<file path="src/rtl/player_motion_ctrl.sv">
// player_motion_ctrl
// Per-frame player motion controller. Decodes the USB HID keycode into a
// horizontal velocity and runs the ground/rise/fall jump state machine.
// All state advances only on frame_tick, so motion is frame-rate based.

module player_motion_ctrl #(
  parameter int MAX_VX     = 2,
  parameter int JUMP_V     = 10,
  parameter int CUT_V      = 4,
  parameter int TERM_V     = 10,
  parameter int BUF_FRAMES = 4
) (
  input  logic               Clk,
  input  logic               Reset,
  input  logic               frame_tick,
  input  logic [31:0]        keycode,
  input  logic               on_ground,
  input  logic               head_blocked,
  output logic signed [9:0]  vx,
  output logic signed [9:0]  vy,
  output logic [1:0]         state,
  output logic               facing_left
);

  typedef enum logic [1:0] {
    GROUND = 2'b00,
    RISE   = 2'b01,
    FALL   = 2'b10
  } motion_state_t;

  localparam logic signed [9:0] MAX_S  = 10'(MAX_VX);
  localparam logic signed [9:0] JUMP_S = 10'(JUMP_V);
  localparam logic signed [9:0] CUT_S  = 10'(CUT_V);
  localparam logic signed [9:0] TERM_S = 10'(TERM_V);
  localparam logic [7:0]        BUF_L  = 8'(BUF_FRAMES);

  motion_state_t     state_q;
  logic              key_a;
  logic              key_d;
  logic              key_w;
  logic              w_prev;
  logic [7:0]        buf_cnt;
  logic [7:0]        buf_next;
  logic              press;
  logic              jump_req;
  logic signed [9:0] target_vx;
  logic signed [9:0] vy_inc;

  // Any of the four HID key slots may carry A, D or W
  always_comb begin
    key_a = 1'b0;
    key_d = 1'b0;
    key_w = 1'b0;
    for (int i = 0; i < 4; i++) begin
      if (keycode[8*i +: 8] == 8'h04) key_a = 1'b1;
      if (keycode[8*i +: 8] == 8'h07) key_d = 1'b1;
      if (keycode[8*i +: 8] == 8'h1A) key_w = 1'b1;
    end
  end

  // Horizontal target speed, jump edge detect and buffer countdown value
  always_comb begin
    target_vx = 10'sd0;
    if (key_a && !key_d)      target_vx = -MAX_S;
    else if (key_d && !key_a) target_vx = MAX_S;
    press    = key_w & ~w_prev;
    jump_req = press | (buf_cnt != 8'd0);
    if (press)                 buf_next = BUF_L;
    else if (buf_cnt != 8'd0)  buf_next = buf_cnt - 8'd1;
    else                       buf_next = 8'd0;
    vy_inc = vy + 10'sd1;
  end

  // Horizontal velocity ramps one pixel per frame toward the target
  always_ff @(posedge Clk or posedge Reset) begin
    if (Reset) begin
      vx          <= 10'sd0;
      facing_left <= 1'b0;
    end else if (frame_tick) begin
      if (vx < target_vx)      vx <= vx + 10'sd1;
      else if (vx > target_vx) vx <= vx - 10'sd1;
      if (key_a && !key_d)      facing_left <= 1'b1;
      else if (key_d && !key_a) facing_left <= 1'b0;
    end
  end

  // Jump/gravity state machine with buffered jump requests
  always_ff @(posedge Clk or posedge Reset) begin
    if (Reset) begin
      state_q <= FALL;
      vy      <= 10'sd0;
      w_prev  <= 1'b0;
      buf_cnt <= 8'd0;
    end else if (frame_tick) begin
      w_prev  <= key_w;
      buf_cnt <= buf_next;
      case (state_q)
        GROUND: begin
          if (jump_req) begin
            state_q <= RISE;
            vy      <= -JUMP_S;
            buf_cnt <= 8'd0;
          end else if (!on_ground) begin
            state_q <= FALL;
            vy      <= 10'sd0;
          end else begin
            vy <= 10'sd0;
          end
        end
        RISE: begin
          if (head_blocked) begin
            state_q <= FALL;
            vy      <= 10'sd0;
          end else if (vy_inc >= 10'sd0) begin
            state_q <= FALL;
            vy      <= 10'sd0;
          end else if (!key_w && (vy < -CUT_S)) begin
            vy <= -CUT_S;
          end else begin
            vy <= vy_inc;
          end
        end
        FALL: begin
          if (on_ground) begin
            state_q <= GROUND;
            vy      <= 10'sd0;
          end else if (vy_inc > TERM_S) begin
            vy <= TERM_S;
          end else begin
            vy <= vy_inc;
          end
        end
        default: begin
          state_q <= FALL;
          vy      <= 10'sd0;
        end
      endcase
    end
  end

  assign state = state_q;

endmodule

</file>
<file path="config.mk">
export PLATFORM = sky130hd
export DESIGN_NAME = player_motion_ctrl
export DESIGN_NICKNAME = d
export VERILOG_FILES = /design/src/rtl/player_motion_ctrl.sv
export SDC_FILE = /design/constraint.sdc
export NUM_CORES = 1
export LEC_CHECK = 0
export CORE_MARGIN = 4
export CORE_UTILIZATION = 51
export CTS_CLUSTER_DIAMETER = 30
export DETAILED_ROUTE_END_ITERATION = 8
export PLACE_DENSITY_LB_ADDON = 0.2
export SETUP_SLACK_MARGIN = 0.02
export SYNTH_ARGS = -nofsm -noshare
export SYNTH_HDL_FRONTEND = slang
export SYNTH_SLANG_ARGS = --single-unit
</file>
<file path="constraint.sdc">
create_clock -name Clk -period 5.7 [get_ports Clk]
set_input_delay 1.14 -clock Clk [delete_from_list [all_inputs] [get_ports Clk]]
set_output_delay 1.14 -clock Clk [all_outputs]
set_load 0.01 [all_outputs]
</file>
==> flow_metrics.py <==
metrics = {
    "yosys": {
        "ys_types": 62,
        "ys_seq_area_share_pct": 30.2,
        "synthesis.yosys.warnings": 0,
        "synth_compound_gate_area_share_pct": 19.3,
        "synth-adder-area-share_pct": 7.53,
        "xor_xnor_share_of_the_synthesized_area_pct": 4.61,
        "yosys.area.top_type_share_pct": 29.2,
        "yosys_register_bits": 32,
        "synth-simple-area-share_pct": 31.3,
        "post_synth_instance_area_um2": 2660,
        "synth_enable_flop_cells": 0,
        "postSynth.topFlopCell": "sky130_fd_sc_hd__dfrtp_1",
        "ys_async_sr_fraction_pct": 100,
        "post_synth.cell_area_avg_um2": 8.06,
        "synth_area_leaders": "sky130_fd_sc_hd__dfrtp_1 (29%), sky130_fd_sc_hd__ha_1 (7.5%), sky130_fd_sc_hd__nor2_1 (4.7%)",
        "synth_cells": 330,
        "muxShareOfSynthArea_pct": 1.60,
        "synth_top_family_by_area": "simple AND/OR/NAND/NOR gates",
        "synth.net_count": 383,
        "synth_top_cell_by_area": "sky130_fd_sc_hd__dfrtp_1",
    },
    "power_and_ir_drop": {
        "seqPwrFrac_pct": 34.0,
        "internal_dissipation_uw": 828,
        "power_switching_share_pct": 43.9,
        "power_density_nw_per_um2": 436,
        "vdd_ir_drop_max_v": 0.000312,
        "clkPwrFrac_pct": 15.0,
        "design_power_uw": 1480,
        "power_frac_comb_pct": 51.0,
        "p_switching_uw": 648,
        "cellLeakagePower_uw": 0.00138,
    },
    "clocking": {
        "cts.hold.buffers_added": 0,
        "clock_h_tree_levels": 2,
        "clk-insertion-delay-late_ns": 0.29,
        "cts_inserted_buffers": 5,
        "clock-root-buffer": "sky130_fd_sc_hd__clkbuf_8",
        "cts_tree": "built",
        "postCtsSetupBuffers": 0,
        "post_cts_resize_count": 0,
        "cts_max_path_buffers": 2,
        "count_of_clock_tree_sinks": 32,
        "clock_pin_slew_reported_for_the_worst_setup_and_hold_paths_after_clock_tree_synthesis_ns": 0.07,
    },
    "grt": {
        "grt_pass1_wl_mm": 11.8,
        "largest_net_degree_at_the_start_of_global_routing": 33,
        "antenna_found_initial": 0,
        "grt_pass1_vias": 2483,
        "grtUsageTotal_pct": 23.0,
        "grt_overflow": 0,
    },
    "setup_path": {
        "cp_data_arrival_time_ns": 5.28,
        "critical_path.endpoint_type": "flip-flop",
        "critPathRequiredTime_ns": 5.91,
        "worst_setup_path_start_kind": "primary input",
        "path_max_fanout": 9,
        "critPathLaunch": "keycode[20]",
        "path_class": "primary input to flip-flop",
        "reg2reg_from": "vx[6]",
    },
    "sta": {
        "peak_freq_ghz": 0.197,
        "rsz0062_at_grt": "false",
        "fin_crit_sh_pct": 89.0,
        "tightestPinTransition_ns": 0.926,
        "timing.final.ws_setup_ns": 0.629,
        "setup_viol": 0,
        "finClkSkew_ns": 0.00543,
        "finalCriticalPeriod_ns": 5.07,
        "final.setup.tns_ns": 0,
        "drv_slew": 0,
        "finalHoldViolations": 0,
        "maxSlewHeadroom_pct": 37.7,
    },
    "die": {
        "start_util_pct": 52.4,
        "fp.dieW_um": 80.2,
        "core_box_area_um2": 5070,
        "die-height_um": 80.2,
        "die_area_um2": 6440,
        "rows": 26,
        "ioPinCount": 60,
    },
    "routing": {
        "num_vias": 2649,
        "drt-initial-drc-count": 163,
        "drt_pre_antenna_iters": 4,
        "wl_per_cell_um": 15.0,
        "avgViaCountPerCell": 5.81,
        "detail-route-antenna-nets": 0,
        "routed_wirelength_mm": 6.84,
        "drc": 0,
    },
    "place": {
        "globalplace.congestion": 0.951,
        "dpl.hpwl_mm": 5.08,
        "io_buffer_count": 59,
        "detailedPlace.worstSlack_ns": 0.360,
    },
    "layout": {
        "num_antenna_cells": 0,
        "final_nets": 438,
        "highest_count_cells_in_the_layout_ignoring_fill_and_taps": "sky130_fd_sc_hd__clkdlybuf4s50_1 (59), sky130_fd_sc_hd__nor2_1 (33), sky130_fd_sc_hd__nand2_1 (32)",
        "area_growth_from_synthesis_to_layout_pct": 27.4,
        "mostFrequentLayoutCell": "sky130_fd_sc_hd__clkdlybuf4s50_1",
        "final_layout_size_suffix_gt1_share_pct": 5.18,
        "n_fill_cell": 463,
    },
    "hold_path": {
        "hold_path_startpoint": "buf_cnt[7]",
        "hold_path_class": "flip-flop to flip-flop",
    },
    "outcome": {
        "run_status": "finished, final reports clean",
    },
    "flow_run": {
        "cap_viol_max_count": 0,
    },
}
final cells by class:
| cell class | count | area (um^2) | area share (%) |
|---|---|---|---|
| multi-input combinational | 266 | 1710 | 50.5 |
| tap | 70 | 87.6 | 2.58 |
| inverter | 19 | 71.3 | 2.10 |
| clock inverter | 3 | 42.5 | 1.26 |
| sequential | 32 | 802 | 23.7 |
| clock buffer | 5 | 68.8 | 2.03 |
| timing repair buffer | 61 | 606 | 17.9 |
path summary, 6_finish.rpt:
kind / endpoint / slack (ns) / depth (start not counted)
max: vx[8] / 0.63 / 19
min: buf_cnt[7] / 0.50 / 1
max reg2reg: vx[8] / 2.60 / 10
min reg2reg: buf_cnt[7] / 0.50 / 1
max in group asynchronous: state[1] / 4.13 / 3
min in group asynchronous: vx[9] / 1.23 / 3
power by group through the flow:
stage	Clock, uW	Combinational (uW)	Sequential (uW)
4_1_cts	226	754	500
6_report	221	753	502
2_1_floorplan	0	515	453
3_5_place_dp	0	746	501
3_3_place_gp	0	730	498
5_1_grt	239	844	526
worst max-delay path, stage by stage:
cell                              delay [ns]
sky130_fd_sc_hd__clkdlybuf4s50_1        0.48
sky130_fd_sc_hd__nor2_1                 0.04
sky130_fd_sc_hd__and3_1                 0.18
sky130_fd_sc_hd__nand2_1                0.06
sky130_fd_sc_hd__o31ai_1                0.08
sky130_fd_sc_hd__a221oi_1               0.29
sky130_fd_sc_hd__inv_1                  0.08
sky130_fd_sc_hd__ha_1                   0.20
sky130_fd_sc_hd__inv_1                  0.21
sky130_fd_sc_hd__ha_1                   0.30
sky130_fd_sc_hd__a211oi_1               0.26
sky130_fd_sc_hd__nor2_1                 0.07
sky130_fd_sc_hd__a2111oi_0              0.37
sky130_fd_sc_hd__mux2_1                 0.23
sky130_fd_sc_hd__xnor2_1                0.08
sky130_fd_sc_hd__ha_1                   0.29
sky130_fd_sc_hd__or4_1                  0.52
sky130_fd_sc_hd__a21oi_1                0.20
sky130_fd_sc_hd__xor2_1                 0.19
cells by family after synthesis:
group	count (synthesis)
buffers and inverters	32
muxes	4
and+or+nand+nor	154
AOI/OAI and AO/OA	78
DFF	32
xor gates and xnor gates	14
adders and majority gates	16
per-stage QoR:
stage / util (%) / hold slack, ns / std cells / instance area (um^2)
6_report: 66.8 / 0.495 / 456 / 3390
5_1_grt: 66.8 / 0.546 / 456 / 3390
4_1_cts: 66.8 / 0.500 / 456 / 3390
3_5_place_dp: 64.6 / 0.488 / 448 / 3280
3_3_place_gp: 64.6 / 0.480 / 448 / 3280
2_1_floorplan: - / 0.458 / 330 / 2660
per-layer routing:
layer	track usage [%]	routed length, um	share of wire (%)	vias to the layer above
li1	-	-	-	1334
met1	31.0	3140	46	1257
met2	37.7	3330	49	51
met3	4.15	286	4.2	7
met4	6.59	80	1.2	0
met5	0	0	0	-
cells in the mapped netlist (all sizes together) (3+ instances only):
cell	instances
a21oi	21
a31oi	3
and2	3
and3	7
buf	8
clkbuf	5
dfrtp	31
ha	16
inv	19
nand2	32
nand2b	3
nand3	14
nand4	14
nor2	33
nor2b	3
nor3	13
nor3b	6
nor4	4
o21ai	22
o22a	3
o22ai	3
o31ai	7
or3	5
or4	6
or4b	3
xnor2	3
xor2	11
registers in the layout, indices dropped and copies added (netlist names):
| name | flops |
|---|---|
| vx | 10 |
| vy | 10 |
| buf_cnt | 8 |
| state | 2 |
| facing_left | 1 |
| w_prev | 1 |
Note: power is estimated with default switching activity, not from simulation.
